File: src/rtl/uart_pkg.sv
// uart_pkg: shared UART constants and frame-state encoding for the transmitter and receiver
package uart_pkg;
  localparam int UART_DATA_W = 8;
  localparam int CLKS_PER_BIT_DEF = 16;
  typedef enum logic [1:0] {IDLE, START, DATA, STOP} frame_state_e;
endpackage

File: src/rtl/uart_tx_fifo.sv
// uart_tx_fifo: synchronous FIFO with registered full/empty and a combinational head read
module uart_tx_fifo
  import uart_pkg::*;
#(
  parameter int DEPTH = 8,
  parameter int WIDTH = UART_DATA_W
) (
  input  logic                     clk,
  input  logic                     rst,
  input  logic                     wr,
  input  logic                     rd,
  input  logic [WIDTH-1:0]         din,
  output logic [WIDTH-1:0]         dout,
  output logic                     full,
  output logic                     empty,
  output logic [$clog2(DEPTH):0]   count
);
  localparam int AW = $clog2(DEPTH);
  logic [WIDTH-1:0] mem [DEPTH];
  logic [AW-1:0] wr_ptr, rd_ptr;
  logic [AW:0] count_nxt;
  logic we;
  assign we = wr && (!full || rd);
  assign count_nxt = count + {{AW{1'b0}}, we} - {{AW{1'b0}}, rd};
  assign dout = mem[rd_ptr];
  // storage write; a write while full is only taken when the head leaves the same cycle
  always_ff @(posedge clk) begin
    if (we) mem[wr_ptr] <= din;
  end
  // pointers wrap naturally at the power-of-two depth; flags are registered from the next count
  always_ff @(posedge clk) begin
    if (rst) begin
      wr_ptr <= '0;
      rd_ptr <= '0;
      count  <= '0;
      full   <= 1'b0;
      empty  <= 1'b1;
    end else begin
      if (we) wr_ptr <= wr_ptr + 1'b1;
      if (rd) rd_ptr <= rd_ptr + 1'b1;
      count <= count_nxt;
      full  <= count_nxt == (AW+1)'(DEPTH);
      empty <= count_nxt == '0;
    end
  end
endmodule

File: src/rtl/uart_tx_buffered.sv
// uart_tx_buffered: FIFO-buffered 8N1 serial transmitter sending queued bytes back-to-back
module uart_tx_buffered
  import uart_pkg::*;
#(
  parameter int CLKS_PER_BIT = CLKS_PER_BIT_DEF,
  parameter int FIFO_DEPTH   = 8
) (
  input  logic       CLK,
  input  logic       RST,
  input  logic [7:0] data_i,
  input  logic       wr_en,
  output logic       full,
  output logic       empty,
  output logic       overflow,
  output logic       busy,
  output logic       signal_o
);
  localparam int DW = $clog2(CLKS_PER_BIT);
  localparam int CW = $clog2(FIFO_DEPTH) + 1;
  localparam logic [DW-1:0] DIV_LAST = DW'(CLKS_PER_BIT - 1);
  frame_state_e state;
  logic [DW-1:0] div;
  logic [2:0] bit_idx;
  logic [7:0] shift, head;
  logic [CW-1:0] count;
  logic pop, last;
  assign last = div == DIV_LAST;
  assign pop = !empty && (state == IDLE || (state == STOP && last));
  assign overflow = wr_en && !pop && count == CW'(FIFO_DEPTH);
  uart_tx_fifo #(.DEPTH(FIFO_DEPTH), .WIDTH(UART_DATA_W)) u_fifo (
    .clk(CLK), .rst(RST), .wr(wr_en), .rd(pop), .din(data_i),
    .dout(head), .full(full), .empty(empty), .count(count)
  );
  // frame sequencer: the line value is registered alongside each state change so it never glitches
  always_ff @(posedge CLK) begin
    if (RST) begin
      state    <= IDLE;
      div      <= '0;
      bit_idx  <= '0;
      shift    <= '0;
      signal_o <= 1'b1;
      busy     <= 1'b0;
    end else begin
      div <= (state == IDLE || last) ? '0 : div + 1'b1;
      case (state)
        IDLE: if (pop) begin
          state    <= START;
          shift    <= head;
          signal_o <= 1'b0;
          busy     <= 1'b1;
        end
        START: if (last) begin
          state    <= DATA;
          bit_idx  <= '0;
          signal_o <= shift[0];
        end
        DATA: if (last) begin
          shift    <= shift >> 1;
          bit_idx  <= bit_idx + 1'b1;
          signal_o <= (bit_idx == 3'd7) ? 1'b1 : shift[1];
          state    <= (bit_idx == 3'd7) ? STOP : DATA;
        end
        STOP: if (last) begin
          state    <= pop ? START : IDLE;
          shift    <= head;
          signal_o <= !pop;
          busy     <= pop;
        end
        default: state <= IDLE;
      endcase
    end
  end
endmodule

File: config.mk
export PLATFORM = sky130hd
export DESIGN_NAME = uart_tx_buffered
export DESIGN_NICKNAME = d
export VERILOG_FILES = /design/src/rtl/uart_pkg.sv /design/src/rtl/uart_tx_fifo.sv /design/src/rtl/uart_tx_buffered.sv
export SDC_FILE = /design/constraint.sdc
export NUM_CORES = 1
export LEC_CHECK = 0
export BUFFER_PORTS_ARGS = -buffer_cell sky130_fd_sc_hd__buf_2
export CAP_MARGIN = 20
export CORE_UTILIZATION = 60
export CTS_BUF_LIST = sky130_fd_sc_hd__clkbuf_8
export DETAILED_ROUTE_END_ITERATION = 16
export GPL_TIMING_DRIVEN = 0
export PLACE_DENSITY = 0.81
export SLEW_MARGIN = 20
export SYNTH_ARGS = -nofsm -noshare
export SYNTH_HDL_FRONTEND = slang
export SYNTH_SLANG_ARGS = --single-unit
export TNS_END_PERCENT = 20
File: constraint.sdc
create_clock -name CLK -period 7.6 [get_ports CLK]
set_input_delay 0.38 -clock CLK [delete_from_list [all_inputs] [get_ports CLK]]
set_output_delay 0.38 -clock CLK [all_outputs]
set_load 0.02 [all_outputs]
* Word-level counts from Yosys, hierarchy flattened *
Memories as Yosys holds them, arrays and structs flattened. A register that Yosys moved wholly into a read port is not among the register bits.
Index checks and enable logic that the tools add are counted.

storage, ports and cells
  register bits after elaboration = 31
  bits in writable memories = 64
  output and inout bits = 5
  word-level logic and storage cells = 77
  memories = 1

cells by class
  add/subtract/negate cells = 6
  equal/unequal tests = 11
  muxes and demuxes = 27
  reduce and logical (&&, ||, !) cells = 21

memories
  memory      depth  width  rd ports  clocked after memory_dff  write ports  line                RTL
  u_fifo.mem  8      8      1         1                         1            uart_tx_fifo.sv:19  logic [WIDTH-1:0] mem [DEPTH];

operators with widths
  cell                   number
  $mux W8                3
  $pmux W8 S3            1
  $eq A4 B4 Y1 const B   3
  $mux W3                4
  $mux W1                11
  $add A3 B1 Y3 const B  3
  $mux W2                4
  $ne A2 B2 Y1 const B   4
  $pmux W2 S4            1
  $reduce_and A4 Y1      2
  $pmux W3 S2            1
  $reduce_and A3 Y1      2
  $logic_and A1 B1 Y1    5
  $add A4 B1 Y4          1
  $add A4 B1 Y4 const B  1
  $eq A2 B2 Y1 const B   2
  $logic_not A4 Y1       1
  $pmux W1 S4            1
  $reduce_bool A2 Y1     2
  $sub A4 B1 Y4          1
  $eq A3 B3 Y1 const B   1
  $logic_not A1 Y1       3
  $logic_or A1 B1 Y1     3
  $reduce_bool A3 Y1     1
  other kinds (4)        4

* Depth between registers and ports, before layout *
Gate-level depths: netlist of run 1.

  word-level depth = 9
  depth in mapped cells = 12

* Cells and area by module *
A second synthesis of run 1 with hierarchy kept.

unflattened totals
  cell total of the unflattened synthesis = 274
  area total of the unflattened synthesis = 4142.7 sq um

modules (own cells, without submodules)
  module            instances  cells each  area each (sq um)  sequential area each (sq um)
  uart_tx_fifo      1          170         3154.3             2222.1
  uart_tx_buffered  1          104         988.4              380.4

* Worst setup path before layout of run 1 *
Ideal clock, no wire load.

  path kind = register to register
  start point = register state[1]
  end point = register u_fifo.empty
  arrival time = 2.310 ns
  setup slack = 5.173 ns
  cell stages (with the launch flop) = 12
  clock period less this slack = 2.427 ns
  path through = dfxtp_1 ha_1 buf_2 a41oi_1 nor2_1 ha_1 inv_1 ha_1 inv_1 fa_1 xor2_1 a41o_1

between the ends
  cells in the longest elaborated chain, start to end = 9
  elaborated cells on any way between the ends = 10
  those cells by class = 2 x add/sub; 1 x eq/ne; 7 x reduce/logical

ends and longest elaborated chain
  item                      line                    RTL
  start: declaration        uart_tx_buffered.sv:21  frame_state_e state;
  start signal: assignment  uart_tx_buffered.sv:61  state <= (bit_idx == 3'd7) ? STOP : DATA;
  start signal: assignment  uart_tx_buffered.sv:64  state <= pop ? START : IDLE;
  $eq A2 B2 Y1              uart_tx_buffered.sv:28  assign pop = !empty && (state == IDLE || (state == STOP && last));
  $logic_and A1 B1 Y1       uart_tx_buffered.sv:28
  $logic_or A1 B1 Y1 *      uart_tx_buffered.sv:28
  $logic_and A1 B1 Y1 *     uart_tx_buffered.sv:28
  via pop                   uart_tx_buffered.sv:26  logic pop, last;
  $logic_or A1 B1 Y1        uart_tx_fifo.sv:23      assign we = wr && (!full || rd);
  $logic_and A1 B1 Y1       uart_tx_fifo.sv:23
  $add A4 B1 Y4             uart_tx_fifo.sv:24      assign count_nxt = count + {{AW{1'b0}}, we} - {{AW{1'b0}}, rd};
  $sub A4 B1 Y4 *           uart_tx_fifo.sv:24
  $logic_not A4 Y1 *        uart_tx_fifo.sv:43      empty <= count_nxt == '0;
  end signal: assignment    uart_tx_fifo.sv:37      empty <= 1'b1;
  end signal: assignment    uart_tx_fifo.sv:43
  end: declaration          uart_tx_fifo.sv:15      output logic empty,

Mark *: on every way through the listed nets, which the timed path passes. The rest lies on a longest branch.
A chain may end at the register's enable or synchronous reset.

* Final worst setup path of run 1 *
  start point = register state[1]
  end point = register u_fifo.full

between the ends
  cells in the longest elaborated chain, start to end = 9
  elaborated cells on any way between the ends = 10
  those cells by class = 2 x add/sub; 2 x eq/ne; 6 x reduce/logical

ends and longest elaborated chain
  item                    line                    RTL
  $eq A2 B2 Y1            uart_tx_buffered.sv:28
  $logic_and A1 B1 Y1     uart_tx_buffered.sv:28
  $logic_or A1 B1 Y1 *    uart_tx_buffered.sv:28
  $logic_and A1 B1 Y1 *   uart_tx_buffered.sv:28
  via pop                 uart_tx_buffered.sv:26
  $logic_or A1 B1 Y1      uart_tx_fifo.sv:23
  $logic_and A1 B1 Y1     uart_tx_fifo.sv:23
  $add A4 B1 Y4           uart_tx_fifo.sv:24
  $sub A4 B1 Y4 *         uart_tx_fifo.sv:24
  $eq A4 B4 Y1 *          uart_tx_fifo.sv:42      full <= count_nxt == (AW+1)'(DEPTH);
  end signal: assignment  uart_tx_fifo.sv:42
  end: declaration        uart_tx_fifo.sv:14      output logic full,

Marks and branches as above.

==> results of run 1 <==
[cell families (layout without fill, tap and decap cells)]
family	Yosys count	in the layout	share of synthesized area
AO/OA/AOI/OAI	42	42	0.0706
AND/OR/NAND/NOR	61	61	0.0761
buffers and inverters	25	58	0.0321
flip-flops	98	98	0.636
XOR/XNOR	8	8	0.0171
adder cells (fa/ha/maj)	16	16	0.0507
multiplexers	26	26	0.118
[routing by layer]
metal	up-vias	GRT usage
met1	1126	0.302
li1	1119	-
met3	14	0.0442
met2	55	0.349
met5	-	0
met4	0	0.0924
[state kept, by name (all words and copies together) (netlist names), named ones only]
signal         count
signal_o           1
state              2
u_fifo.empty       1
u_fifo.rd_ptr      3
u_fifo.count       4
u_fifo.full        1
bit_idx            3
busy               1
u_fifo.mem        64
div                4
shift              8
u_fifo.wr_ptr      3
[power groups by stage]
stage               combinational [mW]  clock (mW)  sequential (mW)
floorplan                        0.310           0            0.696
global placement                 0.402           0            0.687
detailed placement               0.426           0            0.693
CTS                              0.428       0.320            0.680
global route                     0.473       0.342            0.688
finish                           0.428       0.315            0.680
[placed cells by master (no fill, tap or decap), types with 4 or more instances in the layout]
cell type and count:
a21oi_1 7, a22oi_1 4, and3_1 4, buf_2 21, clkbuf_1 4, clkbuf_8 9, dfxtp_1 34, edfxtp_1 64
ha_1 15, inv_1 11, mux2i_1 10, mux4_1 6, mux4_2 10, nand2_1 12, nand2b_1 4, nand3_1 4
nor2_1 20, o21ai_0 7, xnor2_1 4, xor2_1 4
[critical path, cell delays in order (launching register included)]
cell and delay [ns]:
dfxtp_1 0.39, ha_1 0.16, buf_2 0.21, a41oi_1 0.17
nor2_1 0.31, ha_1 0.29, inv_1 0.05, ha_1 0.17
inv_1 0.06, fa_1 0.37, xor2_1 0.26, nand3_1 0.11
nor3_1 0.16
[metrics by stage]
stage / power (mW) / utilization / hold slack, ns / worst slack [ns]
final: 1.42 / 0.698 / 0.275 / 4.81
after CTS: 1.43 / 0.698 / 0.269 / 4.81
after detailed placement: 1.12 / 0.669 / 0.441 / 4.86
after global placement: 1.09 / 0.660 / 0.429 / 4.38
after floorplan: 1.01 / - / 0.418 / 5.17
after global routing: 1.50 / 0.698 / 0.265 / 4.62
[worst paths after layout]
check,to,slack [ns],startpoint,cells past startpoint
worst max-delay path,u_fifo.full$_SDFF_PP0_,4.81,state[1]$_SDFFE_PP0P_,12
worst max register to register,u_fifo.full$_SDFF_PP0_,4.81,state[1]$_SDFFE_PP0P_,12
worst min register to register,div[0]$_SDFF_PP0_,0.45,div[0]$_SDFF_PP0_,1
worst min-delay path,u_fifo.mem[1][5]$_DFFE_PP_,0.28,data_i[5],1
[final cells by class]
class	count	share of cell area
flip-flops and latches	98	0.577
multi-input cells	153	0.310
clock buffers	9	0.0275
well taps	77	0.0214
repair buffers	17	0.0194
plain buffers	13	0.0191
clock inverters	7	0.0153
inverters	12	0.00999
==> metrics.yaml, run 1 <==
status: "finished clean"
seq_area_frac_synth: 0.636
dp_hpwl_um: 4940
cts_sinks: 98
die_area_sq_um: 7160
synthTopCellsByArea: "edfxtp_1 (47%), dfxtp_1 (17%), mux4_2 (5.5%), ha_1 (4.6%), mux4_1 (3.8%)"
async_flop_share: 0
p_seq_frac: 0.478
finClkSkew_ns: 0.0115
tightestPinTransition_ns: 0.846
p_clk_frac: 0.222
grt_pass1_wl_um: 11500
clkTransAtPathRegs_ns: 0.10
port_buffers: 14
clockRootBuffer: "clkbuf_8"
synth_top_cell_by_area: "edfxtp_1"
dpl_cell_area_sq_um: 4320
layout_worst_path_cycle_share: 0.367
cts_max_level: 3
die_w_um: 84.6
syn2layout_area_growth_pct: 10.1
wl_per_cell_um: 18.5
drv_cap: 0
synth_commonest_cells: "edfxtp_1 (64), dfxtp_1 (34), nor2_1 (20), ha_1 (15), nand2_1 (12)"
hold_buffers: 0
grt_pass1_vias: 2274
grt_start_max_net_pins: 20
ys_ff_latch: 98
final_cell_area_sq_um: 4510
internal_power_mw: 0.955
place.gp.congestion: 0.804
rsz0062_at_grt: "no"
hold_path.class: "input port to register"
syn_avg_cell_area_sq_um: 14.8
cp-start-kind: "register"
maxSlewViolCount: 0
synth_cells: 276
synth-edff-count: 64
tns_ns: 0
drc_errors: 0
nNetsFinal: 331
topRoutingLayerUsed: "met4"
multiInputGateArea_sq_um: 1400
numCtsBuffers: 9
p_comb_frac: 0.301
max_freq_ghz: 0.358
cp_max_fo: 10
ys_warn_count: 0
relSlewSlack: 0.433
cp.required_ns: 7.89
power.density_nw_per_um2: 315
drtIter0Drc: 161
wl_met2_um: 3540
hold_violations: 0
synth.distinct_cells: 49
synth_nets: 303
p_sw_frac: 0.329
cts_tree: "done"
diodes: 0
m1WireLength_um: 3210
seq_area_sq_um: 2600
vias_per_cell: 5.99
drt_wl_total_um: 7150
synth_flop_cell: "edfxtp_1"
final_cells: 386
switchingPower_mw: 0.468
dr_total_vias: 2314
place_inst: 370
synth.most_common_cell: "edfxtp_1"
ir_drop_uv: 226
io_pins: 16
fill_cells: 466
drive_above_1_share: 0.204
grtUsageTotal: 0.220
insertion_delay_ns: 0.36
yosysTopAreaCellShare: 0.469
die_h_um: 84.6
grt_overflow_total: 0
cts_resized: 0
drtAntennaViolNets: 0
initial_core_util: 0.634
postCtsSetupRepairBufs: 0
core_sq_um: 6460
wl_met3_um: 289
crit_arrival_ns: 3.08
critPathKind: "register to register"
dr.pass1.iters: 4
setup_viol: 0
post-route-min-period_ns: 2.79
end_kind: "register"
rows: 29
cts_buffer_depth: 2
synth_area_sq_um: 4100
antenna_found_initial: 0
power_leakage_nw: 1.60
(Power assumes the default switching activity.)
==> inputs of run 2 (changes only) <==
- CORE_UTILIZATION: 60 -> 57
- PLACE_DENSITY: 0.81 -> 0.8
- clock period: 7.6 -> 2.5 ns (I/O delays scaled with it)
==> run 2 against run 1 <==
  * First-iteration DRC count increased by 23%
  * Core utilization fell by 1.7 points
  * Sequential cell count is the same
  * Routed wire length is 4.7% higher
  * Clock power grew to 3.2 times the previous value
  * Sequential power rose to 3.1 times the previous value
  * Power grew to 3.2 times the previous value
  * Sequential share of layout area is 2.0 points lower
  * Global-route usage down 0.26 points
  * Critical path depth fell by 3
==> metrics.yaml, run 2 (same netlist as run 1, synthesis figures left out) <==
status: "finished clean"
drc_errors: 0  # unchanged
initial_core_util: 0.596  # -0.0379
tightestPinTransition_ns: 0.824  # -0.0219 ns
setup_viol: 0  # unchanged
max_freq_ghz: 0.429  # +20%
crit_slowest_cell: "fa_2"
maxSlewViolCount: 0  # unchanged
wl_per_cell_um: 18.3  # -1.2%
top_regs: "u_fifo.mem (64), shift (8)"
largest-register: "u_fifo.mem"
cp-start-kind: "register"
rows: 30  # +3.4%
layout_worst_path_cycle_share: 0.933  # +0.566
max_stage_delay_ns: 0.46  # +0.07 ns
timing.critical_path.cells: "ha_1 > buf_6 > and4_1 > o21ai_4 > inv_2 > ha_1 > inv_1 > fa_2 > a41o_1"
setup_ws_ns: 0.167  # -4.64 ns
finClkSkew_ns: 0.00896  # -0.00257 ns
insertion_delay_ns: 0.37  # about the same
end_kind: "register"
ir_drop_uv: 521  # +130%
largest_reg_flops: 64  # unchanged
grt_pass1_wl_um: 11800  # +2.6%
p_comb_frac: 0.328  # +0.027
io_pins: 16  # unchanged
clockRootBuffer: "clkbuf_8"
die_area_sq_um: 7530  # +5.1%
layout_commonest_cell: "edfxtp_1"
internal_power_mw: 3.03  # +220%
p_sw_frac: 0.338  # +0.00891
drv_cap: 0  # unchanged
cts_tree: "done"
cpMostUsedCell: "ha_1"
critPathKind: "register to register"
die_h_um: 86.8  # +2.5%
dp_hpwl_um: 5030  # +1.9%
syn2layout_area_growth_pct: 14.3
hold_path.class: "input port to register"
switchingPower_mw: 1.55  # +230%
hold_violations: 0  # unchanged
grtUsageTotal: 0.218  # -0.00256
cts_buffer_depth: 2  # unchanged
cp-startpoint: "state[0]$_SDFFE_PP0P_"
nNetsFinal: 335  # +1.2%
diodes: 0  # unchanged
antenna_found_initial: 0  # unchanged
hold_ws_ns: 0.0232  # -0.252 ns
final_cell_mix: "edfxtp_1 (64), dfxtp_1 (32), buf_2 (20)"
port_buffers: 14  # unchanged
drtIter0Drc: 198  # +23%
power.density_nw_per_um2: 979  # +210%
dr_total_vias: 2382  # +2.9%
drtAntennaViolNets: 0  # unchanged
dr.pass1.iters: 4  # unchanged
cp.required_ns: 2.76  # -5.13 ns
p_clk_frac: 0.218  # -0.004
die_w_um: 86.8  # +2.5%
reg2reg_from: "state[0]$_SDFFE_PP0P_"
cts_max_level: 3  # unchanged
grt_pass1_vias: 2325  # +2.2%
hp-start: "data_i[0]"
numCtsBuffers: 9  # unchanged
rsz0062_at_grt: "no"
cts_sinks: 98  # unchanged
pre_cts_slack_ns: -0.310  # -5.17 ns
drt_wl_total_um: 7480  # +4.7%
post-route-min-period_ns: 2.33  # -0.458 ns
p_seq_frac: 0.454  # -0.024
drive_above_1_share: 0.259  # +0.0549
crit_arrival_ns: 2.60  # -0.48 ns
place.gp.congestion: 0.830  # +3.3%
fill_cells: 454  # -2.6%
relSlewSlack: 0.448  # +0.0147
vias_per_cell: 5.82  # -2.9%
grt_start_max_net_pins: 20  # unchanged
power_leakage_nw: 1.62  # +1.2%
core_sq_um: 6870  # +6.4%
clkTransAtPathRegs_ns: 0.11  # about the same
grt_overflow_total: 0  # unchanged
cp_max_fo: 10  # unchanged
==> run 2: changes by cell type in the layout (fill, tap and decap cells not counted), sizes merged <==
cell / before / now
clkinvlp: 0 / 2
clkinv: 4 / 2
buf: 26 / 30
==> run 2: metal layers <==
metal	vias up	share of wire	wire (um)	GRT usage
met3	10	0.040	296	0.0457
met2	61	0.50	3730	0.353
li1	1120	-	-	-
met1	1191	0.45	3370	0.291
met4	0	0.012	91	0.0864
met5	-	0	0	0
==> run 2: critical path, delay by kind of cell (launching register included) <==
| family | cells | cell delay [ns] |
|---|---|---|
| fa+ha+maj | 3 | 0.87 |
| compound gates | 2 | 0.49 |
| flops | 1 | 0.35 |
| buf+inv | 3 | 0.32 |
| simple gates | 1 | 0.19 |
==> run 2: repair_timing <==
| action | CTS | global route |
|---|---|---|
| setup endpoints to repair | 29 | 13 |
| gates resized for setup | 12 | 11 |
| setup buffers | 2 | 1 |
| hold buffers | 0 | 0 |
| pin swaps | 1 | 3 |
==> run 2: power by group through the flow <==
stage	Combinational [mW]	Sequential, mW	Clock, mW
6_report	1.50	2.08	0.997
5_1_grt	1.65	2.10	1.08
4_1_cts	1.38	2.07	1.00
3_5_place_dp	1.29	2.11	0
3_3_place_gp	1.22	2.09	0
2_1_floorplan	0.941	2.12	0
==> run 2: final cells by class <==
| class | instances | area (sq um) | area share |
|---|---|---|---|
| timing repair buffer | 21 | 118 | 0.0251 |
| multi-input combinational | 153 | 1500 | 0.321 |
| tap | 96 | 120 | 0.0257 |
| inverter | 12 | 45.0 | 0.00962 |
| clock buffer | 9 | 124 | 0.0265 |
| buffer | 13 | 92.6 | 0.0198 |
| sequential | 98 | 2610 | 0.557 |
| clock inverter | 7 | 73.8 | 0.0158 |
==> run 2: final timing paths <==
check / cells past startpoint / slack, ns / to
max reg2reg: 9 / 0.17 / u_fifo.empty$_SDFF_PP1_
min reg2reg: 2 / 0.47 / shift[7]$_SDFFE_PP0P_
min: 1 / 0.02 / u_fifo.mem[0][0]$_DFFE_PP_
max: 9 / 0.17 / u_fifo.empty$_SDFF_PP1_
==> run 2: through the flow <==
stage	power, mW	cell area (sq um)	util	TNS [ns]	std cells
finish	4.58	4680	0.681	0	409
detailed placement	3.40	4350	0.633	-1.42	390
global route	4.84	4680	0.681	0	409
CTS	4.46	4620	0.672	0	408
floorplan	3.06	4100	-	0	276
global placement	3.31	4290	0.624	-23.86	386
==> inputs of run 3 (changes only) <==
- MAX_ROUTING_LAYER: unset -> met4
==> run 3 against run 2 <==
  * Sequential power about the same
  * Core utilization unchanged
  * First-iteration DRC count is 6.1% lower
  * Largest power group unchanged
==> metrics.yaml, run 3 (same netlist as run 1, synthesis figures left out) <==
status: "finished clean"
setup_viol: 0  # unchanged
max_freq_ghz: 0.430  # +0.38%
cts_buffer_depth: 2  # unchanged
io_pins: 16  # unchanged
hold_path.class: "input port to register"
cp_max_fo: 10  # unchanged
hold_violations: 0  # unchanged
cp-start-kind: "register"
total_power_mw: 4.57  # -0.18%
wl_per_cell_um: 18.2  # -0.55%
die_w_um: 86.8  # unchanged
rows: 30  # unchanged
dr.pass1.iters: 4  # unchanged
grt_pass1_wl_um: 11800  # unchanged
max_stage_delay_ns: 0.46  # about the same
wl_met3_um: 323  # +9.1%
drc_errors: 0  # unchanged
dr_total_vias: 2379  # -0.13%
reg2reg_from: "state[0]$_SDFFE_PP0P_"
die_area_sq_um: 7530  # unchanged
hold_buffers: 0  # unchanged
crit_family: "adder cells"
drt_wl_total_um: 7440  # -0.55%
setup_ws_ns: 0.176  # +0.00878 ns
antenna_found_initial: 0  # unchanged
finClkSkew_ns: 0.00927  # +0.000314 ns
p_comb_frac: 0.328  # about the same
place.gp.congestion: 0.843  # +1.5%
grt_overflow_total: 0  # unchanged
p_seq_frac: 0.455  # about the same
internal_power_mw: 3.03  # about the same
layout_worst_path_cycle_share: 0.930  # -0.00351
grt_start_max_net_pins: 20  # unchanged
clkTransAtPathRegs_ns: 0.11  # about the same
cp_num_buf_inv: 3  # unchanged
post-route-min-period_ns: 2.32  # -0.00878 ns
power.density_nw_per_um2: 977  # -0.18%
end_kind: "register"
relSlewSlack: 0.452  # +0.00438
drtAntennaViolNets: 0  # unchanged
initial_core_util: 0.596  # unchanged
die_h_um: 86.8  # unchanged
numCtsBuffers: 9  # unchanged
grt_pass1_vias: 2320  # -0.22%
tightestPinTransition_ns: 0.817  # -0.00654 ns
clockRootBuffer: "clkbuf_8"
largest-register: "u_fifo.mem"
m1WireLength_um: 3350  # -0.45%
power_leakage_nw: 1.62  # unchanged
cpMostUsedCell: "ha_1"
critPathKind: "register to register"
cts_sinks: 98  # unchanged
cp.required_ns: 2.75  # about the same
vias_per_cell: 5.82  # -0.13%
p_sw_frac: 0.337  # -0.00123
crit_arrival_ns: 2.58  # -0.02 ns
grtUsageTotal: 0.224  # +0.00675
ir_drop_uv: 517  # -0.68%
insertion_delay_ns: 0.36  # about the same
core_sq_um: 6870  # unchanged
layout_commonest_cell: "edfxtp_1"
topRoutingLayerUsed: "met4"
drtIter0Drc: 186  # -6.1%
crit_slowest_cell: "fa_2"
cp-startpoint: "state[0]$_SDFFE_PP0P_"
hp-start: "data_i[0]"
diodes: 0  # unchanged
cts_tree: "done"
timing.critical_path.cells: "ha_1 > buf_6 > and4_1 > o21ai_4 > inv_2 > ha_1 > inv_1 > fa_2 > a41o_1"
cts_max_level: 3  # unchanged
drive_above_1_share: 0.259  # unchanged
largest_reg_flops: 64  # unchanged
dp_hpwl_um: 5030  # unchanged
wl_met2_um: 3720  # -0.38%
top_regs: "u_fifo.mem (64), shift (8)"
port_buffers: 14  # unchanged
tns_ns: 0  # unchanged
rsz0062_at_grt: "no"
pre_cts_slack_ns: -0.310  # unchanged
nNetsFinal: 335  # unchanged
final_cell_mix: "edfxtp_1 (64), dfxtp_1 (32), buf_2 (20)"
maxSlewViolCount: 0  # unchanged
syn2layout_area_growth_pct: 14.3  # unchanged
drv_cap: 0  # unchanged
switchingPower_mw: 1.54  # -0.54%
p_clk_frac: 0.217  # about the same
-- run 3: path summary, 6_finish.rpt --
kind	endpoint	slack, ns	depth (start not counted)
max	u_fifo.empty$_SDFF_PP1_	0.18	9
min	u_fifo.mem[1][0]$_DFFE_PP_	0.03	1
max reg2reg	u_fifo.empty$_SDFF_PP1_	0.18	9
min reg2reg	shift[7]$_SDFFE_PP0P_	0.47	2
-- run 3: area by class of cell --
type / instances / area (sq um)
multi-input cells: 153 / 1500
inverters: 12 / 45.0
well taps: 96 / 120
repair buffers: 21 / 118
fillers: 454 / 2190
clock inverters: 7 / 73.8
clock buffers: 9 / 124
plain buffers: 13 / 92.6
flip-flops and latches: 98 / 2610
-- run 3: power by group through the flow --
stage	clock [mW]	combinational (mW)	sequential [mW]
floorplan	0	0.941	2.12
global placement	0	1.22	2.09
detailed placement	0	1.29	2.11
CTS	1.00	1.38	2.07
global route	1.08	1.65	2.10
finish	0.992	1.50	2.08
-- run 3: through the flow --
step	utilization	cell area [sq um]	hold WS [ns]	instances
after detailed placement	0.633	4350	0.386	390
after CTS	0.672	4620	0.00155	408
after global placement	0.624	4290	0.386	386
after floorplan	-	4100	0.224	276
after global routing	0.681	4680	0.0193	409
final	0.681	4680	0.0300	409
-- run 3: worst register-to-register path: cells and delay by family (launching register included) --
kind / cells / cell delay, ns
DFF: 1 / 0.35
adders and majority gates: 3 / 0.87
and+or+nand+nor: 1 / 0.20
buffers and inverters: 3 / 0.32
AOI/OAI and AO/OA: 2 / 0.48
-- run 3: layer usage --
| metal | vias up | GRT usage |
|---|---|---|
| met1 | 1188 | 0.291 |
| met2 | 65 | 0.353 |
| li1 | 1122 | - |
| met5 | - | - |
| met3 | 4 | 0.0457 |
| met4 | 0 | 0.0864 |
-- run 3: what timing repair did --
item,in CTS,in global routing
endpoints found under the setup margin,29,13
gates cloned,0,0
gates resized for setup,12,11
pin swaps,1,3
buffers inserted,2,1
